$ cat config.mk
export PLATFORM = sky130hd
export DESIGN_NAME = muldiv_unit
export DESIGN_NICKNAME = d
export VERILOG_FILES = /design/src/rtl/muldiv_pkg.sv /design/src/rtl/muldiv_step.sv /design/src/rtl/muldiv_unit.sv
export SDC_FILE = /design/constraint.sdc
export NUM_CORES = 1
export LEC_CHECK = 0
export ABC_AREA = 0
export ABC_CLOCK_PERIOD_IN_PS = 11100
export BUFFER_PORTS_ARGS = -buffer_cell sky130_fd_sc_hd__buf_2
export CAP_MARGIN = 20
export CORE_ASPECT_RATIO = 1.75
export CORE_MARGIN = 4
export CORE_UTILIZATION = 35
export CTS_CLUSTER_DIAMETER = 200
export DETAILED_ROUTE_END_ITERATION = 6
export PLACE_DENSITY_LB_ADDON = 0.08
export SYNTH_ARGS = -nofsm -noshare
export SYNTH_HDL_FRONTEND = slang
export SYNTH_SLANG_ARGS = --single-unit
$ cat constraint.sdc
create_clock -name clk -period 11.1 [get_ports clk]
set_input_delay 0.555 -clock clk [delete_from_list [all_inputs] [get_ports clk]]
set_output_delay 0.555 -clock clk [all_outputs]
set_load 0.05 [all_outputs]
$ cat src/rtl/muldiv_pkg.sv
// rtl/muldiv_pkg.sv - shared op encodings and FSM state type for the multiply/divide unit
package muldiv_pkg;

  // Matches the decoder's extended ALUControl encodings
  localparam logic [2:0] OP_MUL  = 3'b100;
  localparam logic [2:0] OP_SMUL = 3'b101;
  localparam logic [2:0] OP_UMUL = 3'b110;
  localparam logic [2:0] OP_DIV  = 3'b111;

  typedef enum logic [1:0] {
    S_IDLE = 2'd0,
    S_CALC = 2'd1,
    S_FIX  = 2'd2,
    S_DONE = 2'd3
  } muldiv_state_t;

endpackage

$ cat src/rtl/muldiv_step.sv
// rtl/muldiv_step.sv - one combinational iteration: shift-add multiply or restoring divide
module muldiv_step #(
  parameter int WIDTH = 32
) (
  input  logic             is_div,
  input  logic [WIDTH-1:0] hi_in,
  input  logic [WIDTH-1:0] lo_in,
  input  logic [WIDTH-1:0] m,
  output logic [WIDTH-1:0] hi_out,
  output logic [WIDTH-1:0] lo_out
);

  logic [WIDTH:0]   sum;
  logic [WIDTH:0]   shifted;
  logic [WIDTH+1:0] diff;

  always_comb begin
    sum     = {1'b0, hi_in} + (lo_in[0] ? {1'b0, m} : '0);
    shifted = {hi_in, lo_in[WIDTH-1]};
    diff    = {1'b0, shifted} - {2'b00, m};
    hi_out  = '0;
    lo_out  = '0;
    if (is_div) begin
      // Borrow out of the trial subtract means restore the shifted remainder
      if (!diff[WIDTH+1]) begin
        hi_out = diff[WIDTH-1:0];
        lo_out = {lo_in[WIDTH-2:0], 1'b1};
      end else begin
        hi_out = shifted[WIDTH-1:0];
        lo_out = {lo_in[WIDTH-2:0], 1'b0};
      end
    end else begin
      // Product accumulates in {hi, lo}; multiplier bits drain out of lo
      hi_out = sum[WIDTH:1];
      lo_out = {sum[0], lo_in[WIDTH-1:1]};
    end
  end

endmodule

$ cat src/rtl/muldiv_unit.sv
// rtl/muldiv_unit.sv - iterative multiply/divide unit: FSM, counter, operand/accumulator registers, sign fix
import muldiv_pkg::*;

module muldiv_unit #(
  parameter int WIDTH = 32
) (
  input  logic             clk,
  input  logic             reset,
  input  logic             start,
  input  logic [2:0]       op,
  input  logic [WIDTH-1:0] a,
  input  logic [WIDTH-1:0] b,
  output logic             busy,
  output logic             done,
  output logic [WIDTH-1:0] result_lo,
  output logic [WIDTH-1:0] result_hi,
  output logic             flag_n,
  output logic             flag_z
);

  localparam int CW = $clog2(WIDTH);

  muldiv_state_t      state, state_n;
  logic [2:0]         op_q;
  logic [WIDTH-1:0]   mcand;
  logic [WIDTH-1:0]   hi_q, lo_q;
  logic [WIDTH-1:0]   step_hi, step_lo;
  logic [CW-1:0]      cnt;
  logic               neg_q;
  logic               accept, div0, is_div, is_smul;
  logic [2*WIDTH-1:0] prod_fix;
  logic               fix_n, fix_z;

  assign accept  = start && op[2] && (state == S_IDLE || state == S_DONE);
  assign div0    = (op == OP_DIV) && (b == '0);
  assign is_div  = (op_q == OP_DIV);
  assign is_smul = (op == OP_SMUL);

  muldiv_step #(.WIDTH(WIDTH)) u_step (
    .is_div (is_div),
    .hi_in  (hi_q),
    .lo_in  (lo_q),
    .m      (mcand),
    .hi_out (step_hi),
    .lo_out (step_lo)
  );

  always_ff @(posedge clk or posedge reset) begin
    if (reset) state <= S_IDLE;
    else       state <= state_n;
  end

  always_comb begin
    state_n = state;
    if (accept) begin
      state_n = div0 ? S_DONE : S_CALC;
    end else begin
      case (state)
        S_IDLE:  state_n = S_IDLE;
        S_CALC:  if (cnt == '0) state_n = S_FIX;
        S_FIX:   state_n = S_DONE;
        S_DONE:  state_n = S_IDLE;
        default: state_n = S_IDLE;
      endcase
    end
  end

  // Sign fix and flag selection applied on the FIX cycle
  always_comb begin
    prod_fix = neg_q ? -{hi_q, lo_q} : {hi_q, lo_q};
    fix_n    = prod_fix[2*WIDTH-1];
    fix_z    = (prod_fix == '0);
    if (op_q == OP_MUL || op_q == OP_DIV) begin
      fix_n = prod_fix[WIDTH-1];
      fix_z = (prod_fix[WIDTH-1:0] == '0);
    end
  end

  always_ff @(posedge clk or posedge reset) begin
    if (reset) begin
      busy      <= 1'b0;
      done      <= 1'b0;
      result_lo <= '0;
      result_hi <= '0;
      flag_n    <= 1'b0;
      flag_z    <= 1'b0;
      op_q      <= '0;
      mcand     <= '0;
      hi_q      <= '0;
      lo_q      <= '0;
      cnt       <= '0;
      neg_q     <= 1'b0;
    end else begin
      busy <= (state_n == S_CALC) || (state_n == S_FIX);
      done <= (state_n == S_DONE);
      if (accept) begin
        op_q  <= op;
        hi_q  <= '0;
        cnt   <= CW'(WIDTH - 1);
        neg_q <= is_smul && (a[WIDTH-1] ^ b[WIDTH-1]);
        lo_q  <= (is_smul && a[WIDTH-1]) ? -a : a;
        mcand <= (is_smul && b[WIDTH-1]) ? -b : b;
        if (div0) begin
          result_lo <= '1;
          result_hi <= a;
          flag_n    <= 1'b1;
          flag_z    <= 1'b0;
        end
      end else if (state == S_CALC) begin
        hi_q <= step_hi;
        lo_q <= step_lo;
        cnt  <= cnt - CW'(1);
      end else if (state == S_FIX) begin
        result_lo <= prod_fix[WIDTH-1:0];
        result_hi <= prod_fix[2*WIDTH-1:WIDTH];
        flag_n    <= fix_n;
        flag_z    <= fix_z;
      end
    end
  end

endmodule

* Word level (Yosys, flattened, before mapping)
Index checks and enable logic that the tools add are counted.
** Storage, ports and cells
- Register bits :: 175
- Output and inout bits :: 68
- Logic and storage cells :: 86
** Operators by class
- $add $sub $neg :: 6
- Equality and inequality tests :: 12
- Multiplexer cells :: 36
- Bitwise gates (word level) :: 1
- Reductions and logical operators :: 18
** Operator list (count)
- 32-bit two-way mux :: 18
- 32-bit zero test :: 2
- 64-bit zero test :: 1
- 64-bit two-way mux :: 1
- 32-bit negation :: 2
- 64-bit negation :: 1
- 33-bit by 32-bit subtractor with 34-bit output :: 1
- 32-bit by 33-bit adder with 33-bit output :: 1
- 3-bit == test, second input constant :: 4
- 1-bit two-way mux :: 11
- 5-bit two-way mux :: 2
- 2-bit == test, second input constant :: 4
- 1-bit logical AND :: 6
- 2-bit two-way mux :: 3
- 2-bit case mux with 3 select lines :: 1
- 5-bit zero test :: 1
- 5-bit by 1-bit subtractor with 5-bit output, second input constant :: 1
- 2-bit by 1-bit == test with 1-bit output, second input constant :: 2
- 2-bit nonzero test :: 2
- 1-bit logical OR :: 3
- 3-bit AND reduction :: 1
- 2-bit zero test :: 1
- 2-bit by 1-bit != test with 1-bit output, second input constant :: 1
- 2-bit != test, second input constant :: 1
- other kinds (2) :: 2

* Longest topological paths before layout
Gate-level depths: netlist of run 1.
- Depth in word-level cells :: 7
- Depth in mapped cells :: 15

* Modules after synthesis
From an unflattened synthesis of run 1, not the netlist that was laid out.
** Unflattened totals
- Cells, all modules :: 1888
- Area, all modules :: 15448.6 um^2
** Modules (own cells, without submodules)
- muldiv_unit :: times used 1, cells each 1229, area an instance 10795.4 um^2, sequential area each 4379.2 um^2
- muldiv_step :: times used 1, cells each 659, area an instance 4653.2 um^2, sequential area each 0.0 um^2

* Least setup slack after synthesis of run 1
No wires, ideal clock.
- Path kind :: register -> register
- Start point :: register lo_q[18]
- End point :: register flag_z
- Data arrival time :: 3722 ps
- Slack :: 7311 ps
- Cell stages (with the launch flop) :: 13
- Period minus slack after synthesis :: 3789 ps
- Cells stage by stage :: dfrtp_1 -> buf_6 -> or4_4 -> or4_4 -> or4_4 -> buf_6 -> or4_4 -> nor3b_2 -> a21oi_1 -> a2bb2oi_1 -> or3_1 -> o41ai_2 -> a22o_1
** Between the ends
- Cells in the longest elaborated chain, start to end :: 7
- Elaborated cells between the ends (all ways) :: 8
- Those cells by class :: add/sub: 1; mux: 5; reduce/logical: 2
** Ends and longest elaborated chain
- start: declaration :: RTL line muldiv_unit.sv:26 : logic [WIDTH-1:0] hi_q, lo_q;
- start signal: assignment :: RTL line muldiv_unit.sv:101 : lo_q <= (is_smul && a[WIDTH-1]) ? -a : a;
- start signal: assignment :: RTL line muldiv_unit.sv:111 : lo_q <= step_lo;
- 64-bit negation :: RTL line muldiv_unit.sv:70 : prod_fix = neg_q ? -{hi_q, lo_q} : {hi_q, lo_q};
- 64-bit two-way mux (*) :: RTL line muldiv_unit.sv:70
- 64-bit zero test or 32-bit zero test (tied branches) :: RTL line muldiv_unit.sv:72, muldiv_unit.sv:75
- 1-bit two-way mux (*) :: RTL line muldiv_unit.sv:73 : if (op_q == OP_MUL || op_q == OP_DIV) begin
- 1-bit two-way mux (*) :: RTL line muldiv_unit.sv:113 : end else if (state == S_FIX) begin
- 1-bit two-way mux (*) :: RTL line muldiv_unit.sv:109 : end else if (state == S_CALC) begin
- 1-bit two-way mux (*) :: RTL line muldiv_unit.sv:96 : if (accept) begin
- end signal: assignment :: RTL line muldiv_unit.sv:117 : flag_z <= fix_z;
- end: declaration :: RTL line muldiv_unit.sv:18 : output logic flag_z
Every way passes the cells marked *; elsewhere a longest branch is shown, timed or not. The select of a mux whose other input is x is not followed.
A chain may end at the register's enable or synchronous reset.

* Worst setup path in the final report of run 1
- Start point :: register lo_q[17]
- End point :: register flag_z
The elaborated chain is that of the path after synthesis.

==> flow_metrics.env, run 1 <==
export IMPL_outcome="finished clean"
export IMPL_cells_along_the_critical_path="or4_4, or4_4, nor4_2, nand2_1, o21ai_0, xor2_1, nand4_1, or3_1, o41ai_2, a22o_1"
export IMPL_final_period_utilization_pct=39.45
export IMPL_synth_main_ff_cell="dfrtp_1"
export IMPL_share_of_power_burned_in_the_clock_network_pct=11.0
export IMPL_dp_final_hpwl_mm=39.22
export IMPL_final_max_slew_violation_count=0
export IMPL_grt_antenna_before_repair=0
export IMPL_final_layout_size_suffix_gt1_share_pct=11.06
export IMPL_cts_root_buffer_cell="clkbuf_16"
export IMPL_critical_path_top_delay_family="simple AND/OR/NAND/NOR gates"
export IMPL_yosysSeqAreaShare_pct=29.82
export IMPL_worst_setup_hold_path_clk_slew_ps=70
export IMPL_synthesis_yosys_warnings=0
export IMPL_synthesis_nets=2069
export IMPL_post_cts_repair_setup_buffers=0
export IMPL_die_x_um=162.8
export IMPL_slowest_delay_ps=610
export IMPL_critical_path_startpoint_type="flop"
export IMPL_synthArstFlopShare_pct=100.0
export IMPL_critical_r2r_launch="lo_q[17]"
export IMPL_number_of_cells_produced_by_synthesis=1925
export IMPL_total_congestion_overflow=0
export IMPL_placement_cell_area_um2=15740
export IMPL_relSlewSlack_pct=30.67
export IMPL_buffering_stage_count_on_the_worst_path_with_inverters_included=0
export IMPL_start_util_pct=35.28
export IMPL_drv_max_cap_violation_count=0
export IMPL_layout_area_overhead_vs_synth_pct=10.97
export IMPL_max_slew_worst_pin_slew_ps=1036
export IMPL_crit_path_top_delay_cell="or4_4"
export IMPL_maxClockFrequency_mhz=228.4
export IMPL_worst_setup_path_type="flop to flop"
export IMPL_worst_clock_skew_ps=13.01
export IMPL_post_cts_resized=0
export IMPL_die_area_um2=45430
export IMPL_routed_via_density=5.481
export IMPL_htreeDepth=4
export IMPL_worst_ep_required_time_ps=11500
export IMPL_dr_pass1_iters=6
export IMPL_synth_cell_area_um2=14690
export IMPL_cellPowerDensity_nw_per_um2=337.5
export IMPL_setup_total_negative_slack_ps=0
export IMPL_power_leakage_uw=0.006908
export IMPL_timing_final_setup_violations=0
export IMPL_cts_buffers=17
export IMPL_peak_supply_drop_v=0.0001905
export IMPL_hold_ws_ps=180.2
export IMPL_placement_io_buffers=137
export IMPL_cts_tree="done"
export IMPL_stdcell_count=2536
export IMPL_cts_sinks=175
export IMPL_mean_cell_area_of_the_mapped_netlist_um2=7.629
export IMPL_p_sw_uw=2996
export IMPL_place_inst=2503
export IMPL_unrepaired_setup_endpoints_after_global_routing="no"
export IMPL_power_sequential_fraction_pct=24.4
export IMPL_finalWirelength_mm=50.79
export IMPL_timing_hold_violations_final=0
export IMPL_logic_pwr_share_pct=64.7
export IMPL_placementRows=99
export IMPL_post_drt_wl_per_cell_um=20.03
export IMPL_worst_skew_pair_late_latency_ps=460
export IMPL_fill_cells=4447
export IMPL_critPathLaunch="lo_q[17]"
export IMPL_design_power_total_uw=5500
export IMPL_power_switching_fraction_pct=54.47
export IMPL_first_pass_grt_wire_length_mm=78.42
export IMPL_via_count_of_the_first_global_routing_pass=13570
export IMPL_worst_min_delay_path_category="primary input to asynchronous set/reset pin"
export IMPL_yosys_register_bits=175
export IMPL_floorplan_core_area_um2=41620
export IMPL_routed_via_count=13900
export IMPL_internal_power_uw=2504
export IMPL_io_pins=138
export IMPL_globalplace_congestion=0.9147
export IMPL_path_common_cell="or4_4"
export IMPL_synth_cell_types=74
export IMPL_maximum_number_of_pins_on_one_net_before_global_route_repair=100
export IMPL_number_of_flops_mapped_to_enable_cells_by_yosys=0
export IMPL_postCtsHoldBufs=0
export IMPL_layout_cell_area_non_filler_um2=16300
export IMPL_finalNetCount=2111
export IMPL_layout_min_cycle_time_ps=4379
export IMPL_worst_setup_ep_type="flop"
export IMPL_remaining_drc_errors=0
export IMPL_dr_first_iter_drc_count=744
export IMPL_dieHeight_um=279.0
export IMPL_ant_nets=0
export IMPL_critPathMaxFanout=11
export IMPL_cp_arrival_ps=4780
export IMPL_cts_path_max_buffers=2
export IMPL_grt_util_all_layers_pct=22.10
## stage by stage
step | setup WS [ps] | utilization, %
6_report | 6721 | 39.15
2_1_floorplan | 5800 | -
3_3_place_gp | 6551 | 37.81
3_5_place_dp | 6519 | 37.81
5_1_grt | 6431 | 39.15
4_1_cts | 6741 | 39.15
## final cells by class
cell class | count | area (µm²) | share of cell area (%)
repair buffers | 151 | 790.8 | 4.853
well taps | 555 | 694.4 | 4.261
diodes | 1 | 2.502 | 0.01536
flip-flops and latches | 175 | 4380 | 26.88
clock buffers | 21 | 450.4 | 2.764
inverters | 67 | 259.0 | 1.589
multi-input cells | 1555 | 9612 | 58.98
clock inverters | 11 | 106.4 | 0.6526
## cell families (layout without fill, tap and decap cells)
logic type	Yosys count	count (layout)	share of synthesized area, %
buffers and inverters	195	250	5.112
multiplexers	17	17	1.210
adder cells (fa/ha/maj)	74	74	6.407
XOR/XNOR	179	179	10.68
other	0	1	0
AND/OR/NAND/NOR	711	711	22.22
AO/OA/AOI/OAI	574	574	24.56
flip-flops	175	175	29.82
## cell usage after synthesis, drive strengths merged (37+ instances only)
| library cell | instances | share of area [%] |
|---|---|---|
| o31ai | 37 | 1.9 |
| xor2 | 112 | 6.7 |
| inv | 66 | 1.7 |
| a21oi | 148 | 5.0 |
| o21ai | 174 | 5.9 |
| xnor2 | 67 | 4.0 |
| dfrtp | 175 | 30 |
| clkbuf | 109 | 2.8 |
| nor2 | 177 | 4.5 |
| nand3 | 63 | 2.1 |
| nor3 | 43 | 1.5 |
| o211ai | 57 | 2.9 |
| ha | 72 | 6.1 |
| nand2 | 277 | 7.1 |
## final timing paths
kind,to,slack [ps],depth (start not counted)
setup / recovery,flag_z,6720,10
hold / removal,lo_q[23],180,2
setup reg to reg,flag_z,6720,10
hold reg to reg,mcand[4],480,2
max in group asynchronous,hi_q[19],9420,3
min in group clk,op_q[1],330,3
## metal layers
layer | share of wire (%) | global-route usage [%] | vias to the layer above
li1 | - | - | 6942
met1 | 38 | 23.49 | 6579
met2 | 55 | 42.85 | 294
met3 | 2.6 | 1.964 | 86
met4 | 5.0 | 10.70 | 0
met5 | 0 | 0 | -
## worst reg2reg max path, cell delays in order, from the launching register on
cell and delay [ps]:
dfrtp_1 510, or4_4 620, or4_4 470, nor4_2 600, nand2_1 420, o21ai_0 310, xor2_1 350, nand4_1 130
or3_1 380, o41ai_2 380, a22o_1 170
## cells in the final DEF, fill, tap and decap left out, types with 20 or more instances in the layout
cell,netlist,layout
nand2_1,277,277
nor2_1,177,175
dfrtp_1,175,174
o21ai_0,170,170
a21oi_1,148,148
buf_2,2,137
xor2_1,112,112
ha_1,72,71
xnor2_1,67,67
inv_1,66,65
nand3_1,63,61
o211ai_1,57,57
nor3_1,43,43
o31ai_1,37,37
a21o_1,27,27
nand2b_1,20,20
## flip-flops by register name, indices dropped and copies added (netlist names), 2 cells and up
| register | flops |
|---|---|
| cnt | 5 |
| hi_q | 32 |
| lo_q | 32 |
| mcand | 32 |
| op_q | 3 |
| result_hi | 32 |
| result_lo | 32 |
| state | 2 |
## power by group through the flow
stage | clock, µW | sequential (µW) | combinational (µW)
after floorplan | 0 | 1530 | 2390
after global placement | 0 | 1350 | 3540
after detailed placement | 0 | 1360 | 3560
after CTS | 621 | 1340 | 3580
after global routing | 642 | 1390 | 3930
final | 604 | 1340 | 3560
(Power assumes the default switching activity.)
==> inputs of run 2 (changes only) <==
--- a/config.mk
+++ b/config.mk
@@ -6,7 +6,7 @@
 export NUM_CORES = 1
 export LEC_CHECK = 0
 export ABC_AREA = 0
-export ABC_CLOCK_PERIOD_IN_PS = 11100
+export ABC_CLOCK_PERIOD_IN_PS = 4300
 export BUFFER_PORTS_ARGS = -buffer_cell sky130_fd_sc_hd__buf_2
 export CAP_MARGIN = 20
 export CORE_ASPECT_RATIO = 1.75
==> constraint.sdc (replaced) <==
create_clock -name clk -period 4.3 [get_ports clk]
set_input_delay 0.215 -clock clk [delete_from_list [all_inputs] [get_ports clk]]
set_output_delay 0.215 -clock clk [all_outputs]
set_load 0.05 [all_outputs]
==> run 2 against run 1 <==
Compared with the run above:
- final cell count up 2.1%
- die area unchanged
- first-iteration DRC count up 4.3%
- via count up 2.3%
- register-to-register slack worse by 6500 ps
- power grew to 2.7 times the previous value
- worst setup slack lost 6500 ps
- clock skew increased by 1.2 ps
- utilization up 1.2 points
- combinational power rose to 2.8 times the previous value
- critical path depth is the same
- critical endpoint unchanged
- highest routed layer unchanged
==> flow_metrics.env, run 2 (same netlist as run 1, synthesis figures left out) <==
export IMPL_outcome="finished clean"
export IMPL_power_leakage_uw=0.007217
export IMPL_cts_buffers=17
export IMPL_worst_setup_path_type="flop to flop"
export IMPL_critPathMaxFanout=18
export IMPL_finalWirelength_mm=52.98
export IMPL_globalplace_congestion=0.9095
export IMPL_post_drt_wl_per_cell_um=20.45
export IMPL_setup_total_negative_slack_ps=0
export IMPL_worst_setup_hold_path_clk_slew_ps=70
export IMPL_start_util_pct=35.28
export IMPL_cp_arrival_ps=4440
export IMPL_htreeDepth=4
export IMPL_maxClockFrequency_mhz=247.2
export IMPL_placement_io_buffers=137
export IMPL_seq_area_um2=4380
export IMPL_via_count_of_the_first_global_routing_pass=14100
export IMPL_highest_count_cells_in_the_layout_ignoring_fill_and_taps="nand2_1, nor2_1, dfrtp_1"
export IMPL_max_slew_worst_pin_slew_ps=957.7
export IMPL_grt_antenna_before_repair=0
export IMPL_remaining_drc_errors=0
export IMPL_routed_via_density=5.492
export IMPL_layout_area_overhead_vs_synth_pct=14.29
export IMPL_final_layout_size_suffix_gt1_share_pct=13.42
export IMPL_relSlewSlack_pct=36.15
export IMPL_dp_final_hpwl_mm=41.37
export IMPL_placementRows=99
export IMPL_timing_final_setup_violations=0
export IMPL_total_congestion_overflow=0
export IMPL_final_period_utilization_pct=94.07
export IMPL_cts_path_max_buffers=2
export IMPL_maximum_number_of_pins_on_one_net_before_global_route_repair=197
export IMPL_cellPowerDensity_nw_per_um2=876.1
export IMPL_layout_cell_area_non_filler_um2=16780
export IMPL_die_area_um2=45430
export IMPL_worst_skew_pair_late_latency_ps=460
export IMPL_fill_cells=4431
export IMPL_dieHeight_um=279.0
export IMPL_placement_cell_area_um2=16170
export IMPL_first_pass_grt_wire_length_mm=81.91
export IMPL_worst_clock_skew_ps=14.23
export IMPL_cts_tree="done"
export IMPL_multi_input_area_um2=9604
export IMPL_cts_sinks=175
export IMPL_drv_max_cap_violation_count=0
export IMPL_layout_min_cycle_time_ps=4045
export IMPL_dr_first_iter_drc_count=776
export IMPL_critical_path_startpoint_type="flop"
export IMPL_worst_min_delay_path_category="primary input to flop"
export IMPL_cts_root_buffer_cell="clkbuf_16"
export IMPL_floorplan_core_area_um2=41620
export IMPL_routed_via_count=14220
export IMPL_io_pins=138
export IMPL_final_max_slew_violation_count=0
export IMPL_unrepaired_setup_endpoints_after_global_routing="no"
export IMPL_peak_supply_drop_v=0.0003878
export IMPL_antennaDiodeCount=0
export IMPL_commonest_non_fill_non_tap_cell_in_the_layout="nand2_1"
export IMPL_worst_ep_required_time_ps=4690
export IMPL_ant_nets=0
export IMPL_timing_hold_violations_final=0
export IMPL_grt_util_all_layers_pct=23.15
export IMPL_die_x_um=162.8
export IMPL_worst_setup_ep_type="flop"
export IMPL_dr_pass1_iters=7
export IMPL_finalNetCount=2167
run 2: cell count changes in the layout (fill, tap and decap cells not counted), moves of 2 or more:
cell	change
buf_4	+50
clkinvlp_4	-2
dlygate4sd3_1	+2
clkinv_2	-2
clkinv_4	+3
buf_12	+4
run 2: path summary, 6_finish.rpt:
check	end	slack (ps)	cells past startpoint	start
max	flag_z	250	10	lo_q[19]
min	op_q[1]	20	3	op[1]
max reg2reg	flag_z	250	10	lo_q[19]
min reg2reg	result_hi[17]	470	2	result_hi[17]
max in group asynchronous	neg_q	3070	4	reset
min in group asynchronous	result_lo[3]	270	3	reset
run 2: timing repair:
| item | CTS | global route |
|---|---|---|
| hold buffers | 2 | 0 |
| gates resized for setup | 0 | 1 |
| setup buffers | 0 | 1 |
| hold endpoints to repair | 12 | 0 |
| setup endpoints to repair | 0 | 1 |
run 2: cell type report:
cell class | count | share of cell area (%)
Clock inverter | 12 | 0.8946
Timing Repair Buffer | 207 | 7.544
Multi-Input combinational cell | 1555 | 57.22
Tap cell | 555 | 4.137
Inverter | 67 | 1.521
Sequential cell | 175 | 26.10
Clock buffer | 19 | 2.579
run 2: where the power goes:
| group | total, µW | internal, µW | leakage [µW] | switching (µW) |
|---|---|---|---|---|
| combinational | 9860 | 3530 | 0.00483 | 6330 |
| sequential | 3220 | 2410 | 0.00210 | 806 |
| clock | 1620 | 871 | 0.000285 | 751 |
run 2: worst max-delay path, cell delays in order, from the launching register on:
cell     delay (ps)
dfrtp_1         450
or4_4           530
or4_4           480
or4_4           660
o41ai_1         470
xor2_1          260
nand4_1         130
nor4_1          300
nand4_1         170
o41ai_2         370
a22o_1          160
run 2: routing by layer:
layer	global-route usage, %	wire (µm)	part of all wire (%)	vias up
li1	-	-	-	7032
met1	25.27	20030	38	6785
met2	44.54	28940	55	327
met3	1.935	1555	2.9	79
met4	10.57	2454	4.6	0
met5	0	0	0	-
run 2: stage by stage:
step	instances	utilization, %	total power [µW]	worst slack (ps)	hold WS (ps)
2_1_floorplan	1925	-	10140	511.1	320.4
3_3_place_gp	2556	38.85	13040	315.0	213.2
3_5_place_dp	2556	38.85	13120	252.2	204.3
4_1_cts	2589	40.30	14790	218.3	1.195
5_1_grt	2590	40.33	15960	71.82	30.00
6_report	2590	40.33	14700	255.0	22.62
==> inputs of run 3 (changes only) <==
--- a/config.mk
+++ b/config.mk
@@ -6,7 +6,7 @@
 export NUM_CORES = 1
 export LEC_CHECK = 0
 export ABC_AREA = 0
-export ABC_CLOCK_PERIOD_IN_PS = 4300
+export ABC_CLOCK_PERIOD_IN_PS = 3250
 export BUFFER_PORTS_ARGS = -buffer_cell sky130_fd_sc_hd__buf_2
 export CAP_MARGIN = 20
 export CORE_ASPECT_RATIO = 1.75
==> constraint.sdc (replaced) <==
create_clock -name clk -period 3.25 [get_ports clk]
set_input_delay 0.1625 -clock clk [delete_from_list [all_inputs] [get_ports clk]]
set_output_delay 0.1625 -clock clk [all_outputs]
set_load 0.05 [all_outputs]
==> run 3 against run 2 <==
Compared with the run above:
- the flow now finishes with violations (negative setup slack)
- combinational power up 96%
- utilization is 11 points higher
- final cell count increased by 14%
- critical path depth unchanged
- worst setup slack lost 770 ps
- sequential power rose by 22%
- critical path type unchanged
- largest cell class unchanged
- largest power group unchanged
- highest routed layer unchanged
==> flow_metrics.env, run 3 (same netlist as run 1, synthesis figures left out) <==
export IMPL_outcome="finished, violations left"
export IMPL_failed_checks="negative setup slack"
export IMPL_worst_setup_hold_path_clk_slew_ps=70
export IMPL_critical_path_startpoint_type="flop"
export IMPL_critical_r2r_launch="lo_q[19]"
export IMPL_start_util_pct=35.28
export IMPL_die_area_um2=45430
export IMPL_cts_buffers=17
export IMPL_dieHeight_um=279.0
export IMPL_post_drt_wl_per_cell_um=20.33
export IMPL_cp_arrival_ps=4170
export IMPL_rr_worst_depth=10
export IMPL_maximum_number_of_pins_on_one_net_before_global_route_repair=119
export IMPL_cellPowerDensity_nw_per_um2=1187
export IMPL_layout_cell_area_non_filler_um2=21400
export IMPL_max_slew_worst_pin_slew_ps=886.8
export IMPL_cts_sinks=175
export IMPL_seq_area_um2=4385
export IMPL_ant_nets=0
export IMPL_layout_min_cycle_time_ps=3766
export IMPL_highest_count_cells_in_the_layout_ignoring_fill_and_taps="buf_4, nand2_1, dfrtp_1"
export IMPL_relSlewSlack_pct=40.88
export IMPL_dr_pass1_iters=6
export IMPL_critPathMaxFanout=4
export IMPL_grt_antenna_before_repair=0
export IMPL_placementRows=99
export IMPL_commonest_non_fill_non_tap_cell_in_the_layout="buf_4"
export IMPL_timing_final_setup_violations=16
export IMPL_die_x_um=162.8
export IMPL_final_max_slew_violation_count=0
export IMPL_cts_path_max_buffers=2
export IMPL_worst_setup_path_type="flop to flop"
export IMPL_routed_via_count=15990
export IMPL_first_pass_grt_wire_length_mm=91.96
export IMPL_dp_final_hpwl_mm=45.73
export IMPL_drv_max_cap_violation_count=0
export IMPL_timing_hold_worst_path_depth=3
export IMPL_r2r_end="flag_z"
export IMPL_worst_ep_required_time_ps=3660
export IMPL_final_layout_size_suffix_gt1_share_pct=35.19
export IMPL_worst_skew_pair_late_latency_ps=470
export IMPL_globalplace_congestion=0.9175
export IMPL_cts_tree="done"
export IMPL_antennaDiodeCount=0
export IMPL_total_congestion_overflow=0
export IMPL_worstHoldEndpoint="mcand[30]"
export IMPL_worst_min_delay_path_category="primary input to flop"
export IMPL_unrepaired_setup_endpoints_after_global_routing="yes"
export IMPL_hold_ws_ps=9.347
export IMPL_peak_supply_drop_v=0.0004291
export IMPL_timing_hold_violations_final=0
export IMPL_timing_hold_worst_start="b[30]"
export IMPL_multi_input_area_um2=11060
export IMPL_worst_setup_ep_type="flop"
export IMPL_io_pins=138
export IMPL_routed_via_density=5.405
export IMPL_floorplan_core_area_um2=41620
export IMPL_power_leakage_uw=0.009327
export IMPL_maxClockFrequency_mhz=265.6
export IMPL_fill_cells=4083
export IMPL_via_count_of_the_first_global_routing_pass=16640
export IMPL_setup_ws_ps=-515.7
export IMPL_layout_area_overhead_vs_synth_pct=45.72
export IMPL_placement_cell_area_um2=18470
export IMPL_htreeDepth=4
export IMPL_finalNetCount=2535
export IMPL_placement_io_buffers=137
export IMPL_cts_root_buffer_cell="clkbuf_16"
export IMPL_finalWirelength_mm=60.16
export IMPL_rrSetupSlack_ps=-520
export IMPL_remaining_drc_errors=0
export IMPL_worst_clock_skew_ps=16.24
export IMPL_dr_first_iter_drc_count=720
export IMPL_grt_util_all_layers_pct=25.90
export IMPL_final_period_utilization_pct=115.9
export IMPL_place_ws_ps=-624.2
run 3: worst max-delay path by stage:
stage / from / end / slack (ps) / cells past startpoint
floorplan: lo_q[18] / flag_z / -510 / 12
global placement: lo_q[17] / flag_z / -610 / 10
detailed placement: lo_q[17] / flag_z / -620 / 10
CTS: lo_q[19] / flag_z / -470 / 12
global route: lo_q[19] / flag_z / -630 / 11
finish: lo_q[19] / flag_z / -520 / 10
run 3: per-stage QoR:
stage	utilization (%)	cells	power (µW)	setup TNS (ps)
floorplan	-	1925	13440	-639.6
global placement	44.37	2846	19730	-18480
detailed placement	44.37	2846	19880	-17700
CTS	48.89	2931	23800	-1779
global route	51.42	2959	27160	-4600
finish	51.42	2959	25410	-2530
run 3: area by class of cell:
type | count | share of cell area, %
Multi-Input combinational cell | 1555 | 51.69
Tap cell | 555 | 3.245
Clock buffer | 20 | 2.087
Inverter | 67 | 1.216
Clock inverter | 12 | 0.6899
Sequential cell | 175 | 20.49
Timing Repair Buffer | 575 | 20.58
run 3: routing by layer:
layer  track usage, %  vias up  share of wire [%]
li1                 -     7771                  -
met1            26.07     7659                 35
met2            49.95      397                 55
met3            2.437      166                2.9
met4            16.32        0                7.3
met5                0        -                  0
run 3: repair_timing:
item	4_1_cts	5_1_grt
endpoints found under the setup margin	62	59
cloned	3	2
gates resized for setup	175	184
endpoints found under the hold margin	127	0
buffers inserted	54	46
pin swaps	108	106
hold buffers	6	0
run 3: power breakdown:
| group | total, µW | leakage, µW | switching, µW | internal [µW] |
|---|---|---|---|---|
| clock | 2210 | 0.000290 | 1030 | 1180 |
| combinational | 19300 | 0.00694 | 10800 | 8470 |
| sequential | 3940 | 0.00209 | 737 | 3200 |
| total | 25400 | 0.00933 | 12600 | 12800 |
run 3: worst max-delay path: stages (launching register included):
cell       delay [ps]
dfrtp_1           380
or4_4             530
or4_4             470
or4_4             580
or4_4             490
nor3b_2           170
a21oi_1            50
a2bb2oi_1         140
or3_4             390
o41ai_2           340
a22o_1            160
